==> src/rtl/cpu_bus_master.sv <==
// CPU-side master for the C1/A1/D1 cache bus.
// Accepts one valid/ready request at a time, runs the two-beat address phase,
// a turnaround cycle and the response wait, then returns a single completion
// pulse carrying 32-bit read data or an error flag. Keeps simple statistics.
module cpu_bus_master #(
   parameter int unsigned ADDR_W   = 19,
   parameter int unsigned OFFSET_W = 4,
   parameter int unsigned A1_W     = 15,
   parameter int unsigned D1_W     = 16,
   parameter int unsigned C1_W     = 3,
   parameter int unsigned TIMEOUT  = 255,
   parameter int unsigned CNT_W    = 32
) (
   input  logic              clk,
   input  logic              rst_n,
   input  logic              req_valid,
   output logic              req_ready,
   input  logic [C1_W-1:0]   req_cmd,
   input  logic [ADDR_W-1:0] req_addr,
   input  logic [31:0]       req_wdata,
   output logic              rsp_valid,
   output logic [31:0]       rsp_rdata,
   output logic              rsp_err,
   output logic [C1_W-1:0]   c1_out,
   output logic              c1_oe,
   input  logic [C1_W-1:0]   c1_in,
   output logic [A1_W-1:0]   a1_out,
   output logic              a1_oe,
   output logic [D1_W-1:0]   d1_out,
   output logic              d1_oe,
   input  logic [D1_W-1:0]   d1_in,
   input  logic              stat_clear,
   output logic [CNT_W-1:0]  stat_txn,
   output logic [CNT_W-1:0]  stat_wait
);

   // Wide enough to hold TIMEOUT itself.
   localparam int unsigned WAIT_W = $clog2(TIMEOUT + 1);

   localparam logic [2:0] StIdle  = 3'd0;
   localparam logic [2:0] StAddr1 = 3'd1;
   localparam logic [2:0] StAddr2 = 3'd2;
   localparam logic [2:0] StTurn  = 3'd3;
   localparam logic [2:0] StWait  = 3'd4;
   localparam logic [2:0] StData2 = 3'd5;
   localparam logic [2:0] StResp  = 3'd6;

   localparam logic [C1_W-1:0] CmdRd8  = C1_W'(1);
   localparam logic [C1_W-1:0] CmdRd16 = C1_W'(2);
   localparam logic [C1_W-1:0] CmdRd32 = C1_W'(3);
   localparam logic [C1_W-1:0] CmdInv  = C1_W'(4);
   localparam logic [C1_W-1:0] CmdWr8  = C1_W'(5);
   localparam logic [C1_W-1:0] CmdWr16 = C1_W'(6);
   localparam logic [C1_W-1:0] CmdWr32 = C1_W'(7);
   localparam logic [C1_W-1:0] CmdRsp  = C1_W'(7);

   logic [2:0]        state_q, state_d;
   logic [C1_W-1:0]   cmd_q, cmd_d;
   logic [ADDR_W-1:0] addr_q, addr_d;
   logic [31:0]       wdata_q, wdata_d;
   logic [31:0]       rdata_q, rdata_d;
   logic              err_q, err_d;
   logic [WAIT_W-1:0] wcnt_q, wcnt_d;
   logic [CNT_W-1:0]  stat_txn_q, stat_txn_d;
   logic [CNT_W-1:0]  stat_wait_q, stat_wait_d;

   logic req_legal;
   logic is_read, is_write;

   // Alignment and command legality of the incoming request.
   always_comb begin
      req_legal = 1'b1;
      if (req_cmd == '0) begin
         req_legal = 1'b0;
      end
      if ((req_cmd == CmdRd16 || req_cmd == CmdWr16) && req_addr[0]) begin
         req_legal = 1'b0;
      end
      if ((req_cmd == CmdRd32 || req_cmd == CmdWr32) && (req_addr[1:0] != 2'b00)) begin
         req_legal = 1'b0;
      end
   end

   assign is_read  = (cmd_q == CmdRd8) || (cmd_q == CmdRd16) || (cmd_q == CmdRd32);
   assign is_write = (cmd_q == CmdWr8) || (cmd_q == CmdWr16) || (cmd_q == CmdWr32);

   // Transaction sequencing, response capture and timeout.
   always_comb begin
      state_d = state_q;
      cmd_d   = cmd_q;
      addr_d  = addr_q;
      wdata_d = wdata_q;
      rdata_d = rdata_q;
      err_d   = err_q;
      wcnt_d  = wcnt_q;
      case (state_q)
         StIdle: begin
            if (req_valid) begin
               cmd_d   = req_cmd;
               addr_d  = req_addr;
               wdata_d = req_wdata;
               rdata_d = '0;
               err_d   = ~req_legal;
               state_d = req_legal ? StAddr1 : StResp;
            end
         end
         StAddr1: state_d = StAddr2;
         StAddr2: state_d = StTurn;
         StTurn: begin
            wcnt_d  = '0;
            state_d = StWait;
         end
         StWait: begin
            // A response in the same cycle the counter reaches TIMEOUT still succeeds.
            if (c1_in == CmdRsp) begin
               if (is_read) begin
                  rdata_d[15:0] = (cmd_q == CmdRd8) ? {8'h00, d1_in[7:0]} : d1_in[15:0];
               end
               state_d = (cmd_q == CmdRd32) ? StData2 : StResp;
            end else if (wcnt_q == WAIT_W'(TIMEOUT)) begin
               err_d   = 1'b1;
               state_d = StResp;
            end else begin
               wcnt_d = wcnt_q + WAIT_W'(1);
            end
         end
         StData2: begin
            rdata_d[31:16] = d1_in[15:0];
            state_d        = StResp;
         end
         StResp:  state_d = StIdle;
         default: state_d = StIdle;
      endcase
   end

   // Statistics; a clear overrides a same-cycle update.
   always_comb begin
      stat_txn_d  = stat_txn_q;
      stat_wait_d = stat_wait_q;
      if (stat_clear) begin
         stat_txn_d  = '0;
         stat_wait_d = '0;
      end else if (state_q == StResp && !err_q) begin
         stat_txn_d  = stat_txn_q + CNT_W'(1);
         stat_wait_d = stat_wait_q + CNT_W'(wcnt_q);
      end
   end

   // State and datapath registers.
   always_ff @(posedge clk or negedge rst_n) begin
      if (!rst_n) begin
         state_q     <= StIdle;
         cmd_q       <= '0;
         addr_q      <= '0;
         wdata_q     <= '0;
         rdata_q     <= '0;
         err_q       <= 1'b0;
         wcnt_q      <= '0;
         stat_txn_q  <= '0;
         stat_wait_q <= '0;
      end else begin
         state_q     <= state_d;
         cmd_q       <= cmd_d;
         addr_q      <= addr_d;
         wdata_q     <= wdata_d;
         rdata_q     <= rdata_d;
         err_q       <= err_d;
         wcnt_q      <= wcnt_d;
         stat_txn_q  <= stat_txn_d;
         stat_wait_q <= stat_wait_d;
      end
   end

   // Bus drive for the two address beats; released in every other state.
   always_comb begin
      c1_oe  = 1'b0;
      c1_out = '0;
      a1_oe  = 1'b0;
      a1_out = '0;
      d1_oe  = 1'b0;
      d1_out = '0;
      case (state_q)
         StAddr1: begin
            c1_oe  = 1'b1;
            c1_out = cmd_q;
            a1_oe  = 1'b1;
            a1_out = addr_q[ADDR_W-1:OFFSET_W];
            if (is_write) begin
               d1_oe  = 1'b1;
               d1_out = (cmd_q == CmdWr8) ? D1_W'(wdata_q[7:0]) : D1_W'(wdata_q[15:0]);
            end
         end
         StAddr2: begin
            c1_oe  = 1'b1;
            c1_out = cmd_q;
            a1_oe  = 1'b1;
            a1_out = A1_W'(addr_q[OFFSET_W-1:0]);
            if (is_write) begin
               d1_oe  = 1'b1;
               d1_out = (cmd_q == CmdWr32) ? D1_W'(wdata_q[31:16]) : '0;
            end
         end
         default: begin
         end
      endcase
   end

   // Request/response handshake outputs.
   always_comb begin
      req_ready = (state_q == StIdle);
      rsp_valid = (state_q == StResp);
      rsp_err   = rsp_valid & err_q;
      rsp_rdata = (rsp_valid && !err_q) ? rdata_q : '0;
   end

   assign stat_txn  = stat_txn_q;
   assign stat_wait = stat_wait_q;

endmodule
==> config.mk <==
export PLATFORM = sky130hd
export DESIGN_NAME = cpu_bus_master
export DESIGN_NICKNAME = d
export VERILOG_FILES = /design/src/rtl/cpu_bus_master.sv
export SDC_FILE = /design/constraint.sdc
export NUM_CORES = 1
export LEC_CHECK = 0
export BUFFER_PORTS_ARGS = -buffer_cell sky130_fd_sc_hd__buf_2
export CAP_MARGIN = 5
export CORE_MARGIN = 1
export CORE_UTILIZATION = 45
export CTS_CLUSTER_DIAMETER = 100
export CTS_CLUSTER_SIZE = 14
export DETAILED_ROUTE_END_ITERATION = 8
export PLACE_DENSITY_LB_ADDON = 0.1
export SYNTH_ARGS = -nofsm -noshare
export SYNTH_HDL_FRONTEND = slang
export SYNTH_SLANG_ARGS = --single-unit
==> constraint.sdc <==
create_clock -name clk -period 7.9 [get_ports clk]
set_clock_uncertainty 0.05 [all_clocks]
set_input_delay 0.395 -clock clk [delete_from_list [all_inputs] [get_ports clk]]
set_output_delay 0.395 -clock clk [all_outputs]
set_load 0.005 [all_outputs]
== Word-level counts from Yosys, hierarchy flattened ==
Index checks and enable logic that the tools add are counted.
Storage, ports and cells
  bits in registers: 162
  input bits: 77
  word-level logic and storage cells: 101
Operators by class
  equal/unequal tests: 25
  reduce and logical (&&, ||, !) cells: 24
  mux-type cells: 37
  bitwise gates (word level): 2
  add/sub/neg operators: 3
Operator list (count)
  2-to-1 mux 32 bit: 6
  2-to-1 mux 16 bit: 7
  case mux 16 bit (2 select lines): 3
  adder 32 x 1 -> 32 bit, second input constant: 1
  adder 32 x 8 -> 32 bit: 1
  case mux 15 bit (2 select lines): 1
  == test 3 bit, second input constant: 9
  == test 3 x 2 -> 1 bit, second input constant: 6
  case mux 3 bit (6 select lines): 1
  2-to-1 mux 8 bit: 2
  case mux 8 bit (2 select lines): 1
  2-to-1 mux 3 bit: 5
  != test 2 bit, second input constant: 6
  nonzero test 2 bit: 5
  2-to-1 mux 1 bit: 9
  adder 8 x 1 -> 8 bit, second input constant: 1
  == test 8 bit, second input constant: 1
  AND reduction 4 bit: 2
  == test 3 x 1 -> 1 bit, second input constant: 2
  zero test 3 bit: 2
  logical OR 1 bit: 6
  AND reduction 2 bit: 3
  logical AND 1 bit: 3
  != test 3 bit, second input constant: 1
  7 further kinds: 7

== Depth between registers and ports, before layout ==
Gate-level depths: netlist of run 1.
  word-level depth: 8
  mapped depth: 8
  gate-level depth less buffers: 8

== Worst setup path after synthesis of run 1 ==
No wires, ideal clock.
  path kind: reg-to-reg
  from: reg wcnt_q[0]
  to: reg stat_wait_q[24] (netlist: stat_wait[24])
  arrival: 2418 ps
  path slack: 5354 ps
  data required time: 7772 ps
  path buffers: 0
  clock period less this slack: 2546 ps
  cell stages (with the launch flop): 9
  cell sequence: dfrtp_1 ha_1 inv_1 fa_1 nand2b_1 a21oi_1 o211ai_1 or3_1 a21oi_1
On the way
  word-level cells in the longest chain between the ends: 3
Ends and longest elaborated chain
  start: declaration: line 63  | logic [WAIT_W-1:0] wcnt_q, wcnt_d;
  start signal: assignment: line 168  | wcnt_q <= wcnt_d;
  adder 32 x 8 -> 32 bit: line 145  | stat_wait_d = stat_wait_q + CNT_W'(wcnt_q);
  2-to-1 mux 32 bit: line 143  | end else if (state_q == StResp && !err_q) begin
  2-to-1 mux 32 bit: line 140  | if (stat_clear) begin
  end signal: assignment: line 170  | stat_wait_q <= stat_wait_d;
  end: declaration: line 65  | logic [CNT_W-1:0] stat_wait_q, stat_wait_d;
Every way passes these cells. The select of a mux whose other input is x is not followed.
A chain may end at the register's enable or synchronous reset.

== Worst setup path in the final report of run 1 ==
  from: reg state_q[1]
  to: out d1_out[0]
On the way
  word-level cells in the longest chain between the ends: 2
  elaborated cells on any way between the ends: 3
  classes of those cells: eq/ne (2); mux (1)
Ends and longest elaborated chain
  start: declaration: line 57  | logic [2:0] state_q, state_d;
  start signal: assignment: line 152  | state_q <= StIdle;
  start signal: assignment: line 162  | state_q <= state_d;
  == test 3 x 2 -> 1 bit / == test 3 x 1 -> 1 bit (equally long branches): line 182  | case (state_q)
  case mux 16 bit (2 select lines) *: line 182
  end: declaration: line 29  | output logic [D1_W-1:0] d1_out,
Mark *: on every way between the ends. The rest lies on a longest branch, timed or not.

==> flow_summary_export.csv, run 1 <==
group,metric,value,unit
logic_synthesis,synth-main-ff-cell,"dfrtp_1",
global_routing,grt_pass1_wl,32600,µm
logic_synthesis,synth_top_family_by_area,"simple AND/OR/NAND/NOR gates",
placement,gp_congestion,0.785,
clocking,cts_tree,"yes",
status,status,"finished, final reports clean",
logic_synthesis,syn_area_per_cell,9.94,µm²
placement,post-place-ws,4870,ps
floorplanning,die_w,136,µm
logic_synthesis,synthAdderAreaFrac,0.0181,
clocking,htree_levels,4,
setup_path,rr_endpoint,"stat_wait[26]",
setup_path,cp_cell_sequence,"nor2b_1 -> nand3_1 -> nor3_2 -> a22o_1 -> buf_2",
logic_synthesis,syn_area,8040,µm²
floorplanning,fp.dieArea,18400,µm²
clocking,postCtsSetupBuffers,0,
setup_path,worstSetupEndpointType,"output port",
setup_path,path_depth,5,
logic_synthesis,syn-num-nets,897,
final_layout,final_core_util,0.572,
global_routing,grt_usage,0.225,
final_layout,fill_cells,1609,
setup_path,criticalPathCategory,"reg2out",
setup_path,cp-start-kind,"flop",
pwr,power.total,2.72,mW
sta,slew_violations,0,
logic_synthesis,synth_xor_area_frac,0.0468,
sta,hold_slack,135,ps
run,maxCapViolCount,0,
logic_synthesis,yosys.area_share.simple,0.211,
sta,rsz0062_at_grt,"false",
floorplanning,rows,48,
route,wl_per_cell,15.8,µm
setup_path,crit_end,"d1_out[0]",
clocking,clk_pin_slew_worst_paths,80,ps
logic_synthesis,synth-seq-cells,162,
setup_path,r2r_start,"wcnt_q[0]",
setup_path,crit_family,"simple AND/OR/NAND/NOR gates",
logic_synthesis,ys_warn_count,0,
route,drc_errors,0,
route,drtAntennaViolNets,0,
final_layout,finalNonFillerCells,1250,
placement,dp.cells,1217,
final_layout,regArea,4050,µm²
placement,port_buffers,212,
sta,setup_viol,0,
logic_synthesis,synth_edf_count,0,
floorplanning,core,17400,µm²
final_layout,syn_to_final_growth,23.6,%
sta,finalHoldViolCount,0,
logic_synthesis,async_flop_share,1.00,
clocking,cts_buffers,17,
setup_path,path_buf_inv,1,
global_routing,grt_pass1_vias,6497,
setup_path,r2r_slack,4820,ps
global_routing,overflow,0,
floorplanning,fp.dieH,136,µm
pwr,powerDensity,274,nW/µm²
pwr,ir_worst_vdd,0.000162,V
clocking,cts_root_buffer,"clkbuf_16",
setup_path,cp_max_fo,16,
floorplanning,initial_core_util,0.463,
placement,dp_hpwl,13700,µm
route,first_pass_iters,6,
setup_path,rr_worst_depth,8,
placement,place_area,9330,µm²
final_layout,fin_nets,1100,
clocking,clock_latency,430,ps
setup_path,cp_slowest_cell,"nor3_2",
clocking,clockBufferDepth,2,
sta,fin_setup_tns,0,ps
logic_synthesis,ys_seq_area_frac,0.504,
logic_synthesis,synth_compound_area_frac,0.117,
setup_path,cp.arrival,2840,ps
route,drt_iter0_markers,428,
final_layout,multi_input_comb_area,3810,µm²
final_layout,n_antenna_cell,0,
sta,finalCriticalPeriod,3290,ps
clocking,cts_sinks,162,
sta,tightest_slew,1040,ps
logic_synthesis,synth_cell_types,53,
logic_synthesis,synthMuxAreaShare,0.0778,
logic_synthesis,syn-instance-count,809,
route,vias_per_cell,5.33,
setup_path,crit_start,"state_q[1]",
route,via_count,6662,
setup_path,required,7460,ps
sta,slew_headroom,0.304,
hold_path,hold_class,"in2reg",
sta,fin_crit_sh,0.416,
pwr,p_leak,4.80,nW
floorplanning,ios,213,
final_layout,drive_above_1_share,0.309,
sta,setup_slack,4610,ps
global_routing,grt_start_max_net_pins,71,
sta,max_freq,304,MHz
route,drt_wl_total,19800,µm
global_routing,antenna_found_initial,0,
final_layout,post-route-cell-area,9930,µm²
setup_path,critPathMaxStageDelay,800,ps
## worst min-delay path by stage
stage          cells past startpoint             to     startpoint
6_report                           2    wdata_q[19]  req_wdata[19]
4_1_cts                            2     addr_q[11]   req_addr[11]
3_3_place_gp                       2    rdata_q[12]    rdata_q[12]
3_5_place_dp                       1  stat_wait[27]          rst_n
5_1_grt                            2     addr_q[16]   req_addr[16]
2_1_floorplan                      0      addr_q[0]          rst_n
## power by group
group	switching [mW]	leakage [nW]	total [mW]	internal (mW)
clock	0.382	0.285	0.832	0.450
combinational	0.334	2.40	0.658	0.324
sequential	0.169	2.12	1.23	1.06
total	0.885	4.80	2.72	1.84
## final cells by class
type | count | area share
Inverter | 11 | 0.00416
Timing Repair Buffer | 223 | 0.116
Clock buffer | 17 | 0.0428
Sequential cell | 162 | 0.408
Multi-Input combinational cell | 597 | 0.384
Clock inverter | 15 | 0.0166
Tap cell | 225 | 0.0283
## cells in the mapped netlist, drive strengths merged, types with 4 or more instances
library cell | count | area, µm²
nand2 | 111 | 417
xnor2 | 8 | 70.1
nor2 | 63 | 236
a21oi | 32 | 160
or3 | 12 | 75.1
a31oi | 4 | 25.0
inv | 11 | 41.3
and3 | 13 | 81.3
o2111ai | 10 | 87.6
o31ai | 6 | 45.0
dfrtp | 162 | 4050
o21ai | 56 | 280
buf | 9 | 45.1
mux2 | 52 | 586
xor2 | 35 | 307
a22oi | 4 | 30.0
and2 | 50 | 313
o211ai | 8 | 60.1
nand4 | 19 | 119
nand3b | 4 | 30.0
ha | 10 | 125
mux2i | 4 | 40.0
nor4 | 5 | 52.6
nor3 | 11 | 60.1
nand2b | 6 | 37.5
or4 | 5 | 37.5
a22o | 16 | 140
nand3 | 24 | 120
clkbuf | 30 | 113
## layer usage
layer / track usage / routed length [µm] / vias to the layer above
met3: 0.0602 / 1190 / 21
met2: 0.358 / 9330 / 178
met4: 0.0687 / 272 / 0
met1: 0.297 / 8980 / 3203
met5: 0 / 0 / -
li1: - / - / 3260
## flip-flops by register name, summed over array words and instances, names as in the netlist
register,count
wdata_q,32
cmd_q,3
wcnt_q,8
stat_txn,32
state_q,3
addr_q,19
stat_wait,32
err_q,1
rdata_q,32
## cell usage in the layout (no fill, tap or decap), types with 24 or more instances in the layout
master,synthesis,layout
a21oi_1,32,32
and2_1,50,49
buf_2,6,211
dfrtp_1,162,162
mux2_2,52,52
nand2_1,111,111
nand3_1,24,24
nor2_1,63,63
o21ai_0,56,56
xor2_1,35,35
## repair_timing
| item | 4_1_cts | 5_1_grt |
|---|---|---|
| resized for setup | 0 | 0 |
| hold buffers | 1 | 0 |
| endpoints found under the hold margin | 68 | 0 |
## cells by family after synthesis
family | Yosys count
and+or+nand+nor | 337
muxes | 56
AOI/OAI and AO/OA | 150
buffers and inverters | 50
DFF | 162
adders and majority gates | 11
xor gates and xnor gates | 43
Power figures use the tool's default switching activity.
==> inputs of run 2 (changes only) <==
==> constraint.sdc (replaced) <==
create_clock -name clk -period 3.1 [get_ports clk]
set_clock_uncertainty 0.05 [all_clocks]
set_input_delay 0.155 -clock clk [delete_from_list [all_inputs] [get_ports clk]]
set_output_delay 0.155 -clock clk [all_outputs]
set_load 0.005 [all_outputs]
==> flow_summary_export.csv, run 2 (same netlist as run 1, synthesis figures left out) <==
group,metric,value,unit
clocking,cts_sinks,162,
setup_path,cp_cell_sequence,"buf_4 -> nor2b_1 -> nand3_1 -> nor3_2 -> buf_4 -> a22o_1 -> buf_2",
setup_path,cp.arrival,2390,ps
sta,setup_viol,0,
route,drt_iter0_markers,387,
final_layout,multi_input_comb_area,3810,µm²
pwr,internal-power,4.85,mW
sta,setup_slack,506,ps
setup_path,critPathMaxStageDelay,540,ps
clocking,clk_pin_slew_worst_paths,60,ps
pwr,p_clk_frac,0.299,
floorplanning,ios,213,
final_layout,finalNonFillerCells,1330,
floorplanning,core,17400,µm²
placement,dp.cells,1227,
final_layout,post-route-cell-area,10700,µm²
global_routing,grt_usage,0.236,
route,drtAntennaViolNets,0,
run,maxCapViolCount,0,
floorplanning,fp.dieH,136,µm
sta,fin_crit_sh,0.837,
setup_path,required,2890,ps
global_routing,grt_pass1_wl,34400,µm
global_routing,grt_start_max_net_pins,83,
route,drt_wl_total,20700,µm
final_layout,fin_nets,1180,
placement,gp_congestion,0.781,
clocking,cts_tree,"yes",
clocking,htree_levels,4,
final_layout,regArea,4050,µm²
setup_path,worstSetupEndpointType,"output port",
clocking,cts_root_buffer,"clkbuf_16",
pwr,p_leak,5.15,nW
sta,rsz0062_at_grt,"false",
setup_path,cp_max_fo,16,
pwr,comb_power_share,0.268,
sta,max_freq,386,MHz
sta,slew_headroom,0.485,
final_layout,syn_to_final_growth,33.4,%
placement,dp_hpwl,13800,µm
route,vias_per_cell,5.16,
pwr,pwr-share-seq,0.433,
route,drc_errors,0,
status,status,"finished, final reports clean",
sta,finalHoldViolCount,0,
floorplanning,initial_core_util,0.463,
final_layout,final_core_util,0.618,
setup_path,cp-start-kind,"flop",
sta,fin_setup_tns,0,ps
sta,tightest_slew,772,ps
clocking,clock_latency,420,ps
sta,hold_slack,51.5,ps
placement,post-place-ws,604,ps
final_layout,final_cell_mix,"buf_2 (211), dfrtp_1 (162), nand2_1 (111)",
pwr,powerDensity,658,nW/µm²
global_routing,antenna_found_initial,0,
sta,finalCriticalPeriod,2590,ps
final_layout,fill_cells,1478,
pwr,p_sw_frac,0.313,
clocking,clockBufferDepth,2,
route,first_pass_iters,5,
route,wl_per_cell,15.6,µm
setup_path,criticalPathCategory,"reg2out",
floorplanning,die_w,136,µm
pwr,power.total,7.06,mW
placement,port_buffers,212,
pwr,ir_worst_vdd,0.000469,V
floorplanning,rows,48,
final_layout,n_antenna_cell,0,
floorplanning,fp.dieArea,18400,µm²
global_routing,overflow,0,
final_layout,drive_above_1_share,0.296,
route,via_count,6865,
setup_path,cp_slowest_cell,"nor2b_1",
setup_path,path_common_cell,"buf_4",
final_layout,final_common_cell,"buf_2",
sta,slew_violations,0,
pwr,switchingPower,2.21,mW
global_routing,grt_pass1_vias,6989,
placement,place_area,9420,µm²
hold_path,hold_class,"in2reg",
clocking,cts_buffers,17,
## run 2: changes by cell type in the layout (fill, tap and decap cells not counted), moves of 2 or more
cell / before / now
clkinv_4: 1 / 4
inv_6: 7 / 3
buf_4: 10 / 19
dlygate4sd3_1: 1 / 71
clkinv_2: 0 / 2
inv_8: 3 / 0
## run 2: power by group through the flow
stage / combinational, mW / clock (mW) / sequential [mW]
after floorplan: 1.27 / 0 / 2.98
after CTS: 1.91 / 2.16 / 3.04
after global placement: 1.81 / 0 / 3.05
after detailed placement: 1.83 / 0 / 3.08
final: 1.89 / 2.11 / 3.06
after global routing: 2.11 / 2.25 / 3.14
## run 2: final timing paths
kind | start | endpoint | slack [ps] | cells after the start
min in group asynchronous | rst_n | stat_wait[25] | 290 | 2
worst max-delay path | state_q[0] | d1_out[5] | 510 | 7
worst min register to register | rdata_q[11] | rdata_q[11] | 420 | 2
worst max register to register | wcnt_q[0] | stat_wait[24] | 570 | 8
worst min-delay path | req_valid | state_q[0] | 50 | 3
max in group asynchronous | rst_n | rdata_q[30] | 1850 | 3
## run 2: final cells by class
cell class / instances / share of cell area
tap: 225 / 0.0262
clock buffer: 18 / 0.0409
timing repair buffer: 303 / 0.181
inverter: 11 / 0.00385
clock inverter: 14 / 0.0143
sequential: 162 / 0.378
multi-input combinational: 597 / 0.356
## run 2: repair_timing
action                                  in CTS  in global routing
endpoints found under the hold margin      166                  0
endpoints found under the setup margin       0                  0
gates resized for setup                      0                  0
buffers inserted                             0                  0
hold buffers                                71                  0
## run 2: routing by layer
| layer | wire length (µm) | share of wire | track usage |
|---|---|---|---|
| met3 | 999 | 0.048 | 0.0501 |
| met2 | 10100 | 0.49 | 0.387 |
| met1 | 9260 | 0.45 | 0.307 |
| met4 | 398 | 0.019 | 0.0861 |
| met5 | 0 | 0 | 0 |
## run 2: worst max-delay path, delay by kind of cell (launching register included)
| family | cells | cell delay [ps] |
|---|---|---|
| AOI/OAI and AO/OA | 1 | 190 |
| buffers and inverters | 3 | 550 |
| DFF | 1 | 380 |
| and+or+nand+nor | 3 | 850 |
==> inputs of run 3 (changes only) <==
==> constraint.sdc (replaced) <==
create_clock -name clk -period 2.1 [get_ports clk]
set_clock_uncertainty 0.05 [all_clocks]
set_input_delay 0.105 -clock clk [delete_from_list [all_inputs] [get_ports clk]]
set_output_delay 0.105 -clock clk [all_outputs]
set_load 0.005 [all_outputs]
==> flow_summary_export.csv, run 3 (same netlist as run 1, synthesis figures left out) <==
group,metric,value,unit
floorplanning,initial_core_util,0.463,
route,drt_wl_total,21800,µm
clocking,htree_levels,4,
sta,fin_crit_sh,1.01,
global_routing,grt_usage,0.242,
clocking,clock_latency,420,ps
final_layout,syn_to_final_growth,43.7,%
setup_path,crit_start,"stat_wait[6]",
final_layout,drive_above_1_share,0.364,
route,via_count,7334,
setup_path,rr_worst_depth,7,
setup_path,cp-start-kind,"flop",
clocking,cts_buffers,17,
hold_path,hold_class,"in2reg",
route,drt_iter0_markers,362,
sta,finalCriticalPeriod,2120,ps
clocking,cts_root_buffer,"clkbuf_16",
route,drtAntennaViolNets,0,
placement,dp_hpwl,14500,µm
sta,setup_slack,-20.4,ps
floorplanning,fp.dieH,136,µm
status,status,"finished, violations left",
setup_path,critPathMaxStageDelay,490,ps
clocking,cts_tree,"yes",
route,wl_per_cell,15.6,µm
run,maxCapViolCount,0,
sta,setup_viol,3,
status,failed_checks,"setup timing",
floorplanning,fp.dieArea,18400,µm²
setup_path,cp.arrival,2410,ps
placement,post-place-ws,-25.7,ps
floorplanning,die_w,136,µm
global_routing,antenna_found_initial,0,
floorplanning,ios,213,
sta,rsz0062_at_grt,"true",
setup_path,cp_cell_sequence,"ha_4 -> nand4_1 -> nor3_4 -> buf_4 -> nor2_2 -> or4_4 -> a21oi_2",
pwr,p_leak,5.58,nW
global_routing,grt_pass1_wl,35500,µm
floorplanning,core,17400,µm²
sta,fin_setup_tns,-23.7,ps
final_layout,n_antenna_cell,0,
floorplanning,rows,48,
setup_path,cp_slowest_cell,"or4_4",
pwr,ir_worst_vdd,0.000619,V
global_routing,grt_start_max_net_pins,69,
sta,finalHoldViolCount,0,
setup_path,worstSetupEndpointType,"flop",
placement,port_buffers,212,
final_layout,fin_nets,1250,
pwr,powerDensity,940,nW/µm²
route,drc_errors,0,
setup_path,cp_max_fo,5,
clocking,cts_sinks,162,
sta,tightest_slew,624,ps
hold_path,min_path_cells,3,
final_layout,final_cell_mix,"buf_2 (212), dfrtp_1 (161), nand2_1 (111)",
setup_path,required,2390,ps
setup_path,r2r_slack,-20,ps
setup_path,crit_end,"stat_wait[31]",
final_layout,final_common_cell,"buf_2",
clocking,clk_pin_slew_worst_paths,60,ps
setup_path,rr_endpoint,"stat_wait[31]",
global_routing,grt_pass1_vias,7104,
route,first_pass_iters,4,
route,vias_per_cell,5.24,
sta,max_freq,472,MHz
sta,slew_headroom,0.584,
clocking,clockBufferDepth,2,
global_routing,overflow,0,
setup_path,r2r_start,"stat_wait[6]",
sta,slew_violations,0,
placement,gp_congestion,0.816,
setup_path,criticalPathCategory,"reg2reg",
-- run 3: cell types whose count changed in the layout (fill, tap and decap cells not counted), sizes merged --
cell	before	now
buf	232	301
bufinv	2	1
clkbuf	18	22
clkinv	6	5
clkinvlp	3	2
dlygate4sd3	71	72
inv	14	13
-- run 3: report_power, final --
group	internal (mW)	total, mW	switching (mW)	leakage (nW)
Combinational	1.74	3.30	1.56	3.18
Clock	1.77	3.06	1.29	0.283
Sequential	4.00	4.50	0.508	2.12
Total	7.51	10.9	3.36	5.58
-- run 3: area by class of cell --
| class | count | area, µm² |
|---|---|---|
| clock buffer | 22 | 484 |
| clock inverter | 10 | 98.8 |
| fill | 1400 | 5800 |
| inverter | 11 | 41.3 |
| multi-input combinational | 597 | 4050 |
| sequential | 162 | 4060 |
| tap | 225 | 282 |
| timing repair buffer | 373 | 2550 |
-- run 3: how the worst min path moves through the flow --
stage                    start       endpoint  slack [ps]
finish              stat_clear   stat_txn[17]         140
detailed placement       rst_n  stat_wait[23]          40
floorplan                rst_n      addr_q[0]        -240
CTS                 stat_clear   stat_txn[18]         120
global placement         rst_n  stat_wait[24]          40
global route        stat_clear   stat_txn[30]         140
-- run 3: timing repair --
item / CTS / global route
cloned: 1 / 1
gates resized for setup: 14 / 24
hold buffers: 72 / 0
hold endpoints to repair: 135 / 0
endpoints found under the setup margin: 62 / 32
pin swaps: 19 / 18
buffers inserted: 6 / 12
-- run 3: metal layers --
metal,track usage,routed length (µm)
met4,0.0518,161
met2,0.396,10700
met5,0,0
met3,0.0531,1080
met1,0.328,9870
-- run 3: per-stage QoR --
| stage | area (µm²) | hold WS (ps) | utilization | total power [mW] | instances |
|---|---|---|---|---|---|
| after floorplan | 8110 | -241 | - | 6.30 | 809 |
| after global placement | 9930 | 40.5 | 0.572 | 7.39 | 1277 |
| after detailed placement | 9930 | 39.7 | 0.572 | 7.47 | 1277 |
| after CTS | 11400 | 124 | 0.654 | 10.8 | 1388 |
| after global routing | 11600 | 141 | 0.666 | 11.5 | 1400 |
| final | 11600 | 140 | 0.666 | 10.9 | 1400 |
-- run 3: worst max-delay path: cells and delay by family, from the launching register on --
| family | cells | cell delay [ps] |
|---|---|---|
| and+or+nand+nor | 4 | 1000 |
| DFF | 1 | 410 |
| adders and majority gates | 1 | 310 |
| AOI/OAI and AO/OA | 1 | 130 |
| buffers and inverters | 1 | 150 |
